===== config.mk =====
export PLATFORM = sky130hd
export DESIGN_NAME = instr_cycle_ctrl
export DESIGN_NICKNAME = d
export VERILOG_FILES = /design/src/rtl/cpu4004_pkg.sv /design/src/rtl/instr_cycle_ctrl_phase_gen.sv /design/src/rtl/instr_cycle_ctrl.sv
export SDC_FILE = /design/constraint.sdc
export NUM_CORES = 1
export LEC_CHECK = 0
export CORE_MARGIN = 8
export CORE_UTILIZATION = 48
export CTS_BUF_LIST = sky130_fd_sc_hd__clkbuf_8
export CTS_CLUSTER_DIAMETER = 30
export DETAILED_ROUTE_END_ITERATION = 8
export GPL_ROUTABILITY_DRIVEN = 0
export PLACE_DENSITY_LB_ADDON = 0.05
export SYNTH_ARGS = -nofsm -noshare
export SYNTH_HDL_FRONTEND = slang
export SYNTH_SLANG_ARGS = --single-unit
export TNS_END_PERCENT = 5

===== constraint.sdc =====
create_clock -name clk -period 1.7 [get_ports clk]
set_clock_uncertainty 0.2 [all_clocks]
set_input_delay 0.255 -clock clk [delete_from_list [all_inputs] [get_ports clk]]
set_output_delay 0.255 -clock clk [all_outputs]
set_load 0.05 [all_outputs]

===== src/rtl/cpu4004_pkg.sv =====
// Shared constants for the 4004-style instruction-cycle controller:
// machine-cycle phase codes, accumulator command codes, opcode nibbles,
// and the small decode helpers used by instr_cycle_ctrl.
package cpu4004_pkg;

    localparam logic [2:0] A1 = 3'd0;
    localparam logic [2:0] A2 = 3'd1;
    localparam logic [2:0] A3 = 3'd2;
    localparam logic [2:0] M1 = 3'd3;
    localparam logic [2:0] M2 = 3'd4;
    localparam logic [2:0] X1 = 3'd5;
    localparam logic [2:0] X2 = 3'd6;
    localparam logic [2:0] X3 = 3'd7;

    localparam logic [1:0] ACC_HOLD  = 2'b00;
    localparam logic [1:0] ACC_LOAD  = 2'b01;
    localparam logic [1:0] ACC_DRIVE = 2'b10;
    localparam logic [1:0] ACC_CLEAR = 2'b11;

    localparam logic [3:0] OPR_JCN     = 4'h1;
    localparam logic [3:0] OPR_FIM_SRC = 4'h2;
    localparam logic [3:0] OPR_JUN     = 4'h4;
    localparam logic [3:0] OPR_JMS     = 4'h5;
    localparam logic [3:0] OPR_ISZ     = 4'h7;
    localparam logic [3:0] OPR_LD      = 4'hA;
    localparam logic [3:0] OPR_LDM     = 4'hD;
    localparam logic [3:0] OPR_GRP_E   = 4'hE;
    localparam logic [3:0] OPR_GRP_F   = 4'hF;

    typedef enum logic {
        SW_IDLE   = 1'b0,
        SW_SECOND = 1'b1
    } sw_state_e;

    // FIM and SRC share OPR 2; only the even-OPA form (FIM) carries a second word.
    function automatic logic is_two_word(input logic [3:0] opr, input logic [3:0] opa);
        return (opr == OPR_JCN) || (opr == OPR_JUN) || (opr == OPR_JMS) ||
               (opr == OPR_ISZ) || ((opr == OPR_FIM_SRC) && !opa[0]);
    endfunction

    function automatic logic [1:0] acc_decode(input logic [3:0] opr, input logic [3:0] opa);
        logic [1:0] cmd;
        cmd = ACC_HOLD;
        case (opr)
            OPR_LDM, OPR_LD: cmd = ACC_LOAD;
            OPR_GRP_F: begin
                if (opa == 4'h0)      cmd = ACC_CLEAR;
                else if (opa == 4'hD) cmd = ACC_DRIVE;
            end
            OPR_GRP_E: if (opa == 4'h1) cmd = ACC_DRIVE;
            default:   cmd = ACC_HOLD;
        endcase
        return cmd;
    endfunction

endpackage


===== src/rtl/instr_cycle_ctrl_phase_gen.sv =====
// Machine-cycle phase counter (A1..X3) with registered sync during X3.
// With SINGLE_STEP_EN defined, the counter parks at A1 until step is high;
// the remaining phases always run to completion.
module phase_gen
    import cpu4004_pkg::*;
#(
    parameter int PHASE_W = 3
) (
    input  logic               clk,
    input  logic               rst_n,
`ifdef SINGLE_STEP_EN
    input  logic               step,
`endif
    output logic [PHASE_W-1:0] phase,
    output logic               sync
);

    logic [PHASE_W-1:0] phase_q, phase_d;
    logic               sync_q, sync_d;
    logic               advance;

    // Next phase: wrap naturally X3 -> A1; A1 may be held in single-step builds.
    always_comb begin
`ifdef SINGLE_STEP_EN
        advance = (phase_q != PHASE_W'(A1)) || step;
`else
        advance = 1'b1;
`endif
        phase_d = advance ? phase_q + PHASE_W'(1) : phase_q;
        sync_d  = (phase_d == PHASE_W'(X3));
    end

    // Phase and sync registers.
    always_ff @(posedge clk or negedge rst_n) begin
        if (!rst_n) begin
            phase_q <= PHASE_W'(A1);
            sync_q  <= 1'b0;
        end else begin
            phase_q <= phase_d;
            sync_q  <= sync_d;
        end
    end

    assign phase = phase_q;
    assign sync  = sync_q;

endmodule


===== src/rtl/instr_cycle_ctrl.sv =====
// Instruction-cycle controller upstream of the accumulator: latches OPR/OPA
// in M1/M2, decodes accumulator commands for X2 and skips decode of the
// second word of two-word instructions.
// Optional feature: SINGLE_STEP_EN adds the step input (A1 hold).
//
// second-word FSM
//   state     | meaning
//   SW_IDLE   | current cycle fetches a normal opcode; decode enabled
//   SW_SECOND | current cycle fetches a two-word instruction's data word
module instr_cycle_ctrl
    import cpu4004_pkg::*;
#(
    parameter int DATA_WIDTH = 4,
    parameter int PHASE_W    = 3
) (
    input  logic                  clk,
    input  logic                  rst_n,
    input  logic [DATA_WIDTH-1:0] data_bus_in,
    output logic [DATA_WIDTH-1:0] data_bus_out,
    output logic                  data_bus_oe,
    output logic [1:0]            accumulator_enable,
    output logic [PHASE_W-1:0]    phase,
    output logic                  sync,
    output logic [DATA_WIDTH-1:0] opr,
    output logic [DATA_WIDTH-1:0] opa,
`ifdef SINGLE_STEP_EN
    input  logic                  step,
`endif
    output logic                  second_word
);

    logic [DATA_WIDTH-1:0] opr_q, opa_q, dout_q, dout_d;
    logic [1:0]            acc_q, acc_d;
    logic                  oe_q, oe_d;
    sw_state_e             sw_state_q, sw_state_d;

    phase_gen #(.PHASE_W(PHASE_W)) u_phase_gen (
        .clk   (clk),
        .rst_n (rst_n),
`ifdef SINGLE_STEP_EN
        .step  (step),
`endif
        .phase (phase),
        .sync  (sync)
    );

    // Decode lands on the edge leaving X1 so the command is visible only in X2.
    always_comb begin
        acc_d  = ACC_HOLD;
        oe_d   = 1'b0;
        dout_d = '0;
        if ((phase == PHASE_W'(X1)) && (sw_state_q == SW_IDLE)) begin
            acc_d = acc_decode(opr_q, opa_q);
            if (opr_q == OPR_LDM) begin
                oe_d   = 1'b1;
                dout_d = opa_q;
            end
        end
    end

    // Fetch latches and registered accumulator/bus outputs.
    always_ff @(posedge clk or negedge rst_n) begin
        if (!rst_n) begin
            opr_q  <= '0;
            opa_q  <= '0;
            acc_q  <= ACC_HOLD;
            oe_q   <= 1'b0;
            dout_q <= '0;
        end else begin
            if (phase == PHASE_W'(M1)) opr_q <= data_bus_in;
            if (phase == PHASE_W'(M2)) opa_q <= data_bus_in;
            acc_q  <= acc_d;
            oe_q   <= oe_d;
            dout_q <= dout_d;
        end
    end

    // Second-word FSM state register.
    always_ff @(posedge clk or negedge rst_n) begin
        if (!rst_n) sw_state_q <= SW_IDLE;
        else        sw_state_q <= sw_state_d;
    end

    // Second-word FSM transitions, taken only on the edge leaving X3.
    always_comb begin
        sw_state_d = sw_state_q;
        if (phase == PHASE_W'(X3)) begin
            case (sw_state_q)
                SW_IDLE:   if (is_two_word(opr_q, opa_q)) sw_state_d = SW_SECOND;
                SW_SECOND: sw_state_d = SW_IDLE;
                default:   sw_state_d = SW_IDLE;
            endcase
        end
    end

    // Second-word FSM output.
    always_comb begin
        second_word = (sw_state_q == SW_SECOND);
    end

    assign accumulator_enable = acc_q;
    assign data_bus_oe        = oe_q;
    assign data_bus_out       = dout_q;
    assign opr                = opr_q;
    assign opa                = opa_q;

endmodule


* Yosys cells after proc, flatten, opt, wreduce, memory -nomap -nowiden
Index checks and enable logic that the tools add are counted.
** Cells by class
- $add $sub $neg :: 1
- Equality and inequality tests :: 16
- Mux-type cells :: 11
- Bitwise operators :: 1
- Reduce and logical (&&, ||, !) cells :: 9
** Operator list (number)
- 4-bit equality test (second input constant) :: 5
- 3-bit equality test (second input constant) :: 4
- 4-bit by 3-bit equality test with 1-bit output (second input constant) :: 3
- 4-bit by 1-bit equality test with 1-bit output (second input constant) :: 2
- 2-bit 2-to-1 mux :: 4
- 4-bit 2-to-1 mux :: 2
- 2-bit one-hot mux with 3 select lines :: 1
- 4-bit by 2-bit equality test with 1-bit output (second input constant) :: 1
- 4-bit logical NOT :: 1
- 1-bit logical OR :: 4
- 3-bit by 1-bit adder with 3-bit output (second input constant) :: 1
- 3-bit by 2-bit equality test with 1-bit output (second input constant) :: 1
- 1-bit 2-to-1 mux :: 3
- 1-bit logical AND :: 2
- 1-bit one-hot mux with 2 select lines :: 1
- 2-bit OR reduction :: 1
- 1-bit logical NOT :: 1
- 1-bit NOT :: 1
** Storage, ports and cells
- Register bits after elaboration :: 20
- Input bits :: 6
- Output and inout bits :: 20
- Logic and storage cells :: 46

* Depth between registers and ports, before layout
Gate-level depths: netlist of run 1.
- Depth after elaboration :: 7
- Gate-level depth with buffers :: 5
- Depth with buffers taken out :: 5

* By module
A second synthesis of run 1 with hierarchy kept.
** Second synthesis, totals
- Cells, all modules :: 66
- Area, all modules :: 868.3 sq um
** Modules (own cells, without submodules)
- instr_cycle_ctrl :: instances 1, cells each 56, area each 720.7 sq um, sequential area each 400.4 sq um
- phase_gen :: instances 1, cells each 10, area each 147.6 sq um, sequential area each 100.1 sq um

* Worst setup path after synthesis of run 1
OpenSTA, ideal clock, no wires.
- Path kind :: reg2reg
- From :: register u_phase_gen.phase_q[0] (netlist: u_phase_gen.phase[0])
- To :: register opa_q[0] (netlist: opa[0])
- Library setup time :: 0.125 ns
- Data arrival time :: 1.461 ns
- Data required time :: 1.375 ns
- Slack :: -0.086 ns
- Stages on the path, launching flop included :: 5
- Buffers on the path :: 0
- Period minus slack after synthesis :: 1.786 ns
- Path through :: dfrtp_1 -> inv_1 -> ha_1 -> nand2_1 -> mux2_2
** Between the ends
- Word-level cells in the longest chain between the ends :: 1
** Ends and longest elaborated chain
- from (decl) :: line instr_cycle_ctrl_phase_gen.sv:18 : logic [PHASE_W-1:0] phase_q, phase_d;
- from (signal assigned) :: line instr_cycle_ctrl_phase_gen.sv:36 : phase_q <= PHASE_W'(A1);
- from (signal assigned) :: line instr_cycle_ctrl_phase_gen.sv:39 : phase_q <= phase_d;
- 3-bit equality test :: line instr_cycle_ctrl.sv:71 : if (phase == PHASE_W'(M2)) opa_q <= data_bus_in;
- to (signal assigned) :: line instr_cycle_ctrl.sv:71
- to (decl) :: line instr_cycle_ctrl.sv:32 : logic [DATA_WIDTH-1:0] opr_q, opa_q, dout_q, dout_d;
Every way passes these cells.
A chain may end at the register's enable or synchronous reset.

* Final worst setup path of run 1
- From :: register u_phase_gen.phase_q[1] (netlist: u_phase_gen.phase[1])
- To :: register dout_q[3] (netlist: data_bus_out[3])
** Between the ends
- Word-level cells in the longest chain between the ends :: 3
** Ends and longest elaborated chain
- 3-bit equality test :: line instr_cycle_ctrl.sv:52 : if ((phase == PHASE_W'(X1)) && (sw_state_q == SW_IDLE)) begin
- 1-bit logical AND :: line instr_cycle_ctrl.sv:52
- 4-bit 2-to-1 mux :: line instr_cycle_ctrl.sv:52
- named net dout_d[3] :: line instr_cycle_ctrl.sv:32
- to (signal assigned) :: line instr_cycle_ctrl.sv:74 : dout_q <= dout_d;
- to (decl) :: line instr_cycle_ctrl.sv:32
The timed path passes the listed nets, and every way through them passes these cells.

==> impl_results.md, run 1 <==
* Result of the run: finished, final reports clean
* CP cell instances: inv_1, ha_1, nand4b_1, nor3_4, and2_1
* Post-Synthesis Mean Instance Area at 14.0 um^2
* Worst endpoint required time at 1.69 ns
* Sw Share at 0.240
* Port buffer count at 25
* Number of global-route vias before repair at 650
* Detailed Route WL at 1770 um
* CTS tree: yes
* Reported net switching power at 0.227 mW
* Launch point of the worst reg-to-reg path: u_phase_gen.phase[1]
* Sequential cell fraction of total power at 0.540
* Drt first-iter violations at 3
* Delay of the slowest cell on the worst path at 0.44 ns
* Core outline area at 0.00173 mm^2
* ANT cells at 0
* Number of primary I/O pins at 26
* Effective utilization at floorplan at 0.510
* Count of nets left with antenna violations after detail routing at 0
* Max Fclk at 0.643 GHz
* Post-DP HPWL at 1410 um
* Worst VDD drop at 0.000657 V
* Warnings, synthesis at 0
* Placed Instance Area at 0.00128 mm^2
* Vertical extent of the die at 58.8 um
* Share of total power in the clock network at 0.304
* Total routing usage reported by global routing at 0.117
* Final #Nets at 107
* Total nets after synthesis at 75
* Critical-path top delay cell: sky130_fd_sc_hd__dfrtp_2
* Post-synthesis cell count at 63
* Number of register bits inferred by synthesis at 20
* Critical Path Start Type: flop
* Max-slew headroom at 0.775
* Startpoint of the worst setup timing path: u_phase_gen.phase[1]
* Number of clock sinks seen by CTS at 20
* Combinational family with the most area after synthesis: simple AND/OR/NAND/NOR gates
* Area share of the largest cell type after synthesis at 0.568
* Multiplexer share of the synthesized area at 0.125
* Area taken by flip-flops and latches at 503 um^2
* Synth Area in Compound Gates at 0.0568
* Crit path kind: reg2reg
* Chip width at 58.8 um
* Buffer cell driving the clock tree root: sky130_fd_sc_hd__clkbuf_8
* Multi-input gate area in the final layout at 357 um^2
* Adder-Cell Fraction of Synth Area at 0.0852
* Max capacitance violation total at 0
* Setup repair after global routing missed its margin: false
* Highest net fanout along the worst path at 5
* 1st-pass router iterations at 2
* Routed len/inst at 15.0 um
* Total power per unit cell area at 714 mW/mm^2
* Filler Cells Inserted at 111
* Total die area at 0.00346 mm^2
* Clock latency at the later pin of the worst-skew pair at 0.25 ns
* Comb pwr share at 0.156
* First-pass GRT wire length at 3030 um
* Post-layout minimum cycle time at 1.56 ns
* H-tree depth reported by CTS at 1
* Synth-to-layout area growth at 50.7%
* Kind of capture point of the worst setup path: flop
* Clock-pin slew on the worst setup and hold paths at 0.06 ns
* Path class of the lowest-slack min-delay path: in2async
* Final setup fails at 0
* Largest area contributor in the synthesized netlist: sky130_fd_sc_hd__dfrtp_1
* Antenna violations before repair at 0
* Total Negative Setup Slacks at 0 ns
* Maximum number of pins on one net before global-route repair at 21
* Netlist cell types at 23
* Post-route cell area at 0.00133 mm^2
* Final routed DRC violation total at 0
* Gate family responsible for the most delay along the worst path: simple AND/OR/NAND/NOR gates
* Vias per cell at 4.98
* Hold violation count in the final report at 0
* Number of buffers added by the clock tree synthesis step at 3
* Number of slew-limit violations in the final report at 0
* Cts-stage hold buffer count at 0
* Commonest cells after routing, fill and taps aside: 18 x sky130_fd_sc_hd__dfrtp_1, 12 x sky130_fd_sc_hd__buf_4, 12 x sky130_fd_sc_hd__buf_12
* Pin slew with the least headroom to its limit at 0.337 ns
* Post-Synth XOR/XNOR Area at 0
* Via Count at 588
* Layout cell share with drive strength beyond 1 at 0.441
* Leading cell types by total area after synthesis: sky130_fd_sc_hd__dfrtp_1 57%, sky130_fd_sc_hd__mux2_2 10%, sky130_fd_sc_hd__ha_1 8.5%, sky130_fd_sc_hd__and2_1 2.8%, sky130_fd_sc_hd__mux2i_1 2.3%
* Portion of the clock cycle consumed by the worst path in the final layout at 0.915
* Overflow left after global routing at 0
* Standard-cell rows at 15
* Maximum buffer depth of the clock tree at 2
* Internal Dissipation at 0.720 mW
* Sequential share of the synthesized area at 0.568
* Data arrival time of the critical path at 1.55 ns
* Synthesized cell area at 881 um^2
* Leading cell type in the layout, fill and taps excluded: sky130_fd_sc_hd__dfrtp_1
* Basic-gate share of the synthesized area counting and, or, nand and nor cells at 0.131
* Combined buffer and inverter count along the critical path at 1
* Leak pwr at 0.617 nW
[per-layer routing]
metal | up-vias | part of all wire | GRT usage
met5 | - | 0 | 0
met4 | 0 | 0.014 | 0.0614
met3 | 4 | 0.076 | 0.0413
met2 | 17 | 0.52 | 0.206
met1 | 284 | 0.39 | 0.118
li1 | 283 | - | -
[per-stage QoR]
step                 util  power (mW)  setup WS, ns  std cells  hold slack, ns
CTS                 0.765       0.965        0.0805        118           0.153
global placement    0.741       0.666         0.130        115           0.324
detailed placement  0.741       0.668        0.0881        115           0.347
floorplan               -       0.579       0.00703         63          -0.241
global route        0.769       0.987        0.0218        118           0.166
finish              0.769       0.948         0.144        118           0.150
[final timing paths]
check | end | slack (ns) | cells past startpoint
min reg2reg | u_phase_gen.phase[0] | 0.35 | 1
min | data_bus_out[1] | 0.15 | 2
max | data_bus_out[3] | 0.14 | 5
max in group asynchronous | u_phase_gen.phase[0] | 0.92 | 2
max reg2reg | data_bus_out[3] | 0.14 | 5
min in group clk | u_phase_gen.phase[0] | 0.35 | 1
[cells by family (layout without fill, tap and decap cells)]
| family | count (synthesis) | in the layout |
|---|---|---|
| AO/OA/AOI/OAI | 6 | 6 |
| buffers and inverters | 6 | 36 |
| adder cells (fa/ha/maj) | 6 | 6 |
| flip-flops | 20 | 20 |
| multiplexers | 10 | 10 |
| AND/OR/NAND/NOR | 15 | 15 |
[flip-flops by register name, indices dropped and copies added, names as in the netlist]
register and cells:
second_word 1, data_bus_out 4, u_phase_gen.phase 3, u_phase_gen.sync 1
accumulator_enable 2, opa 4, data_bus_oe 1, opr 4
[power groups by stage]
stage          clock network [mW]  registers (mW)  logic [mW]
2_1_floorplan                   0           0.550      0.0286
3_3_place_gp                    0           0.519       0.147
3_5_place_dp                    0           0.519       0.149
4_1_cts                     0.305           0.511       0.150
5_1_grt                     0.317           0.514       0.156
6_report                    0.288           0.511       0.148
[cells in the mapped netlist (all sizes together)]
library cell and number:
dfrtp 20, or4b 1, buf 1, ha 6, a311oi 1, nor2 1, nand3b 1, mux2i 2
nand4b 2, and2 4, clkbuf 1, a211oi 2, nor4b 2, nand2 2, o21bai 1, a41oi 1
inv 4, a21oi 1, nor3 1, nor2b 1, mux2 8
[area by class of cell]
cell class	instances	area share
Sequential cell	20	0.379
Timing Repair Buffer	29	0.287
Multi-Input combinational cell	37	0.269
Clock buffer	3	0.0311
Tap cell	25	0.0236
Inverter	4	0.0113
[timing repair]
action	CTS	global route
gates resized for setup	0	1
hold endpoints to repair	0	0
buffers inserted	0	0
endpoints found under the setup margin	0	4
(Power assumes the default switching activity.)
==> run 2: changes to the inputs <==
MAX_ROUTING_LAYER = met4   (was not set)
==> run 2 against run 1 <==
  * Combinational power about the same
  * Critical endpoint unchanged
  * Register-to-register slack about the same
  * Wire length up 0.51%
  * Critical path depth unchanged
  * Worst hold slack worse by 0.0012 ns
==> impl_results.md, run 2 (synthesis results as in run 1) <==
* Maximum buffer depth of the clock tree at 2 (unchanged)
* Total Negative Setup Slacks at 0 ns (unchanged)
* Met3 usage at 0.0413 (unchanged)
* Number of clock sinks seen by CTS at 20 (unchanged)
* Path class of the lowest-slack min-delay path: in2async
* Buffer cell driving the clock tree root: sky130_fd_sc_hd__clkbuf_8
* Commonest cells after routing, fill and taps aside: 18 x sky130_fd_sc_hd__dfrtp_1, 12 x sky130_fd_sc_hd__buf_4, 12 x sky130_fd_sc_hd__buf_12
* Standard-cell rows at 15 (unchanged)
* Setup repair after global routing missed its margin: false
* Number of buffers added by the clock tree synthesis step at 3 (unchanged)
* CTS tree: yes
* Pin slew with the least headroom to its limit at 0.336 ns (-0.000855 ns)
* Core outline area at 0.00173 mm^2 (unchanged)
* Overflow left after global routing at 0 (unchanged)
* Effective utilization at floorplan at 0.510 (unchanged)
* Routed len/inst at 15.1 um (+0.51%)
* Number of setup buffers added after CTS at 0 (unchanged)
* Synth-to-layout area growth at 50.7% (unchanged)
* Most Used Layer, Global Route: met2
* Layout cell share with drive strength beyond 1 at 0.441 (unchanged)
* Total routing usage reported by global routing at 0.120 (+0.00307)
* H-tree depth reported by CTS at 1 (unchanged)
* Chip width at 58.8 um (unchanged)
* Crit path kind: reg2reg
* Critical Path Start Type: flop
* Final #Nets at 107 (unchanged)
* Drt first-iter violations at 3 (unchanged)
* Leak pwr at 0.617 nW (unchanged)
* Vias per cell at 5.02 (+0.68%)
* Max-slew headroom at 0.776 (about the same)
* Number of global-route vias before repair at 649 (-0.15%)
* Maximum number of pins on one net before global-route repair at 21 (unchanged)
* ANT cells at 0 (unchanged)
* Filler Cells Inserted at 111 (unchanged)
* Vertical extent of the die at 58.8 um (unchanged)
* Worst endpoint required time at 1.69 ns (about the same)
* Number of slew-limit violations in the final report at 0 (unchanged)
* Met1 usage in global routing at 0.118 (unchanged)
* Data arrival time of the critical path at 1.54 ns (about the same)
* Number of primary I/O pins at 26 (unchanged)
* Final setup fails at 0 (unchanged)
* Port buffer count at 25 (unchanged)
* Portion of the clock cycle consumed by the worst path in the final layout at 0.914 (-0.00133)
* Post-DP HPWL at 1410 um (unchanged)
* Result of the run: finished, final reports clean
* Worst VDD drop at 0.000660 V (+0.45%)
* Total power per unit cell area at 715 mW/mm^2 (+0.10%)
* Clock latency at the later pin of the worst-skew pair at 0.25 ns (about the same)
* Leading cell type in the layout, fill and taps excluded: sky130_fd_sc_hd__dfrtp_1
* Post-layout minimum cycle time at 1.55 ns (-0.00226 ns)
* Kind of capture point of the worst setup path: flop
* Clock-pin slew on the worst setup and hold paths at 0.06 ns (about the same)
* Max capacitance violation total at 0 (unchanged)
* Final routed DRC violation total at 0 (unchanged)
* Total die area at 0.00346 mm^2 (unchanged)
* Met2 layer usage reported by global route at 0.206 (unchanged)
* Antenna violations before repair at 0 (unchanged)
* First-pass GRT wire length at 3030 um (unchanged)
* Via Count at 592 (+0.68%)
* Detailed Route WL at 1780 um (+0.51%)
* Hold violation count in the final report at 0 (unchanged)
* Layout Cells excl Fill at 118 (unchanged)
* Max Fclk at 0.644 GHz (+0.15%)
* Count of nets left with antenna violations after detail routing at 0 (unchanged)
* Highest net fanout along the worst path at 5 (unchanged)
* 1st-pass router iterations at 2 (unchanged)
* Placed cell count at 115 (unchanged)
-- run 2: worst paths after layout --
kind                                 startpoint  cells after the start                    to  slack, ns
setup / recovery           u_phase_gen.phase[1]                      5       data_bus_out[3]       0.15
hold / removal                            rst_n                      2       data_bus_out[1]       0.15
setup reg to reg           u_phase_gen.phase[1]                      5       data_bus_out[3]       0.15
hold reg to reg            u_phase_gen.phase[0]                      1  u_phase_gen.phase[0]       0.35
max in group asynchronous                 rst_n                      2  u_phase_gen.phase[0]       0.93
min in group clk           u_phase_gen.phase[0]                      1  u_phase_gen.phase[0]       0.35
-- run 2: critical path, stage by stage (launching register included) --
cell and delay (ns):
sky130_fd_sc_hd__dfrtp_2 0.44, sky130_fd_sc_hd__inv_1 0.09, sky130_fd_sc_hd__ha_1 0.15, sky130_fd_sc_hd__nand4b_1 0.22, sky130_fd_sc_hd__nor3_4 0.24, sky130_fd_sc_hd__and2_1 0.15
-- run 2: area by class of cell --
cell class                 instances  area (um^2)  share of cell area
sequential                        20          503               0.379
timing repair buffer              29          380               0.287
multi-input combinational         37          357               0.269
clock buffer                       3         41.3              0.0311
tap                               25         31.3              0.0236
inverter                           4         15.0              0.0113
-- run 2: what timing repair did --
action	CTS	global route
endpoints found under the setup margin	0	4
gates resized for setup	0	1
hold buffers	0	0
-- run 2: routing by layer --
layer	vias to the layer above	wire length [um]
li1	284	-
met1	287	702
met2	17	919
met3	4	135
met4	0	25
met5	-	0
-- run 2: where the power goes --
group	switching, mW	internal, mW
Clock	0.132	0.157
Combinational	0.0720	0.0758
Sequential	0.0241	0.487
Total	0.228	0.720
-- run 2: through the flow --
stage	utilization	hold slack (ns)	instance area, um^2	power (mW)	worst slack (ns)
floorplan	-	-0.241	883	0.579	0.00703
finish	0.769	0.149	1330	0.949	0.146
global route	0.769	0.166	1330	0.987	0.0218
global placement	0.741	0.324	1280	0.666	0.130
CTS	0.765	0.153	1320	0.965	0.0805
detailed placement	0.741	0.347	1280	0.668	0.0881
==> run 3: changes to the inputs <==
CORE_MARGIN = not set   (was 8)
TNS_END_PERCENT = not set   (was 5)
==> run 3 against run 2 <==
  * Final area up 1.9%
  * Critical path depth stayed put
  * Sequential power about the same
  * Sequential share of layout area down 0.70 points
  * Non-clock buffer count fell by 1
  * Via count down 2.4%
  * Global-route usage up 8.3 points
  * Critical path type unchanged
  * Critical endpoint unchanged
  * Highest routed layer unchanged
==> impl_results.md, run 3 (synthesis results as in run 1) <==
* Total die area at 0.00201 mm^2 (-42%)
* Standard-cell rows at 15 (unchanged)
* Pin slew with the least headroom to its limit at 0.343 ns (+0.00716 ns)
* Placement-stage worst setup slack at 0.129 ns (+0.0413 ns)
* Internal Dissipation at 0.876 mW (+22%)
* Total routing usage reported by global routing at 0.203 (+0.0830)
* Max-slew headroom at 0.771 (-0.00477)
* Detailed Route WL at 1640 um (-8.0%)
* Final #Nets at 106 (-0.93%)
* Count of nets left with antenna violations after detail routing at 0 (unchanged)
* Number of buffers added by the clock tree synthesis step at 3 (unchanged)
* Comb pwr share at 0.130 (-0.026)
* Share of total power in the clock network at 0.414 (+0.109)
* Data arrival time of the critical path at 1.58 ns (+0.04 ns)
* Cts-stage hold buffer count at 0 (unchanged)
* Startpoint of the worst setup timing path: u_phase_gen.phase[1]
* Total power per unit cell area at 830 mW/mm^2 (+16%)
* Post-route cell area at 0.00135 mm^2 (+1.9%)
* Post-layout minimum cycle time at 1.58 ns (+0.0241 ns)
* Result of the run: finished, final reports clean
* Multi-input gate area in the final layout at 359 um^2 (+0.70%)
* Clock-pin slew on the worst setup and hold paths at 0.07 ns (about the same)
* Synth-to-layout area growth at 53.6%
* Final-layout worst hold slack at 0.136 ns (-0.0121 ns)
* Number of clock sinks seen by CTS at 20 (unchanged)
* Setup repair after global routing missed its margin: false
* Vertical extent of the die at 44.8 um (-24%)
* Number of global-route vias before repair at 581 (-10%)
* Portion of the clock cycle consumed by the worst path in the final layout at 0.928 (+0.0142)
* Commonest cells after routing, fill and taps aside: 18 x sky130_fd_sc_hd__dfrtp_1, 12 x sky130_fd_sc_hd__buf_12, 11 x sky130_fd_sc_hd__buf_4
* Final routed DRC violation total at 0 (unchanged)
* Antenna violations before repair at 0 (unchanged)
* Sw Share at 0.219 (-0.0214)
* Via Count at 578 (-2.4%)
* Filler Cells Inserted at 109 (-1.8%)
* Post-layout power at 1.12 mW (+18%)
* Clock latency at the later pin of the worst-skew pair at 0.26 ns (about the same)
* Chip width at 44.8 um (-24%)
* Launch point of the worst reg-to-reg path: u_phase_gen.phase[1]
* Final setup fails at 0 (unchanged)
* Number of setup buffers added after CTS at 0 (unchanged)
* Hold violation count in the final report at 0 (unchanged)
* Kind of capture point of the worst setup path: flop
* Core outline area at 0.00173 mm^2 (unchanged)
* ANT cells at 0 (unchanged)
* Post-DP HPWL at 1170 um (-17%)
* H-tree depth reported by CTS at 1 (unchanged)
* Layout Cells excl Fill at 118 (unchanged)
* Area taken by flip-flops and latches at 503 um^2 (unchanged)
* Crit path kind: reg2reg
* Port buffer count at 25 (unchanged)
* PnR worst setup slack at 0.122 ns (-0.0241 ns)
* Layout cell share with drive strength beyond 1 at 0.441 (unchanged)
* Worst VDD drop at 0.000669 V (+1.5%)
* Vias per cell at 4.90 (-2.4%)
* Overflow left after global routing at 0 (unchanged)
* Path class of the lowest-slack min-delay path: in2async
* Placed Instance Area at 0.00127 mm^2 (-0.59%)
* Placed cell count at 114 (-0.87%)
* Total Negative Setup Slacks at 0 ns (unchanged)
* PostCTS Resize Cnt at 0 (unchanged)
* Highest net fanout along the worst path at 5 (unchanged)
* Maximum buffer depth of the clock tree at 2 (unchanged)
* Effective utilization at floorplan at 0.510 (unchanged)
* Leak pwr at 0.626 nW (+1.4%)
* Routed len/inst at 13.9 um (-8.0%)
* Reported net switching power at 0.246 mW (+7.7%)
* Number of slew-limit violations in the final report at 0 (unchanged)
* CTS tree: yes
* Final cell utilization of the core at 0.783 (+0.0145)
* Max Fclk at 0.634 GHz (-1.5%)
* Critical Path Start Type: flop
* Number of primary I/O pins at 26 (unchanged)
* First-pass GRT wire length at 2690 um (-11%)
* Maximum number of pins on one net before global-route repair at 21 (unchanged)
* Worst endpoint required time at 1.70 ns (about the same)
* Sequential cell fraction of total power at 0.456 (-0.083)
* Max capacitance violation total at 0 (unchanged)
* Leading cell type in the layout, fill and taps excluded: sky130_fd_sc_hd__dfrtp_1
* 1st-pass router iterations at 2 (unchanged)
* Buffer cell driving the clock tree root: sky130_fd_sc_hd__clkbuf_8
* Drt first-iter violations at 6 (+3)
[run 3: cell count changes in the layout (fill, tap and decap cells not counted), sizes merged]
cell,delta
bufinv,+1
buf,-1
[run 3: power groups by stage]
stage / clock network, mW / registers [mW] / logic [mW]
floorplan: 0 / 0.550 / 0.0286
global placement: 0 / 0.520 / 0.144
detailed placement: 0 / 0.520 / 0.145
CTS: 0.477 / 0.510 / 0.146
global route: 0.491 / 0.514 / 0.154
finish: 0.465 / 0.512 / 0.145
[run 3: final cells by class]
cell class / instances / area share
sequential: 20 / 0.372
timing repair buffer: 28 / 0.276
multi-input combinational: 37 / 0.265
clock buffer: 3 / 0.0305
tap: 25 / 0.0231
clock inverter: 1 / 0.0222
inverter: 4 / 0.0111
[run 3: critical path: stages (launching register included)]
cell and delay (ns):
sky130_fd_sc_hd__dfrtp_2 0.44, sky130_fd_sc_hd__inv_1 0.09, sky130_fd_sc_hd__ha_1 0.15, sky130_fd_sc_hd__nand4b_1 0.18, sky130_fd_sc_hd__nor3_2 0.30, sky130_fd_sc_hd__and2_1 0.16
[run 3: worst paths after layout]
path	to	slack [ns]	depth (start not counted)
setup / recovery	data_bus_out[3]	0.12	5
hold / removal	data_bus_out[1]	0.14	2
setup reg to reg	data_bus_out[3]	0.12	5
hold reg to reg	u_phase_gen.phase[0]	0.35	1
max in group asynchronous	u_phase_gen.phase[1]	0.94	2
min in group clk	u_phase_gen.phase[0]	0.35	1
[run 3: per-layer routing]
layer,vias up,share of wire,GRT usage
li1,282,-,-
met1,279,0.43,0.241
met2,15,0.53,0.329
met3,2,0.036,0.0360
met4,0,0.0061,0.109
met5,-,0,-
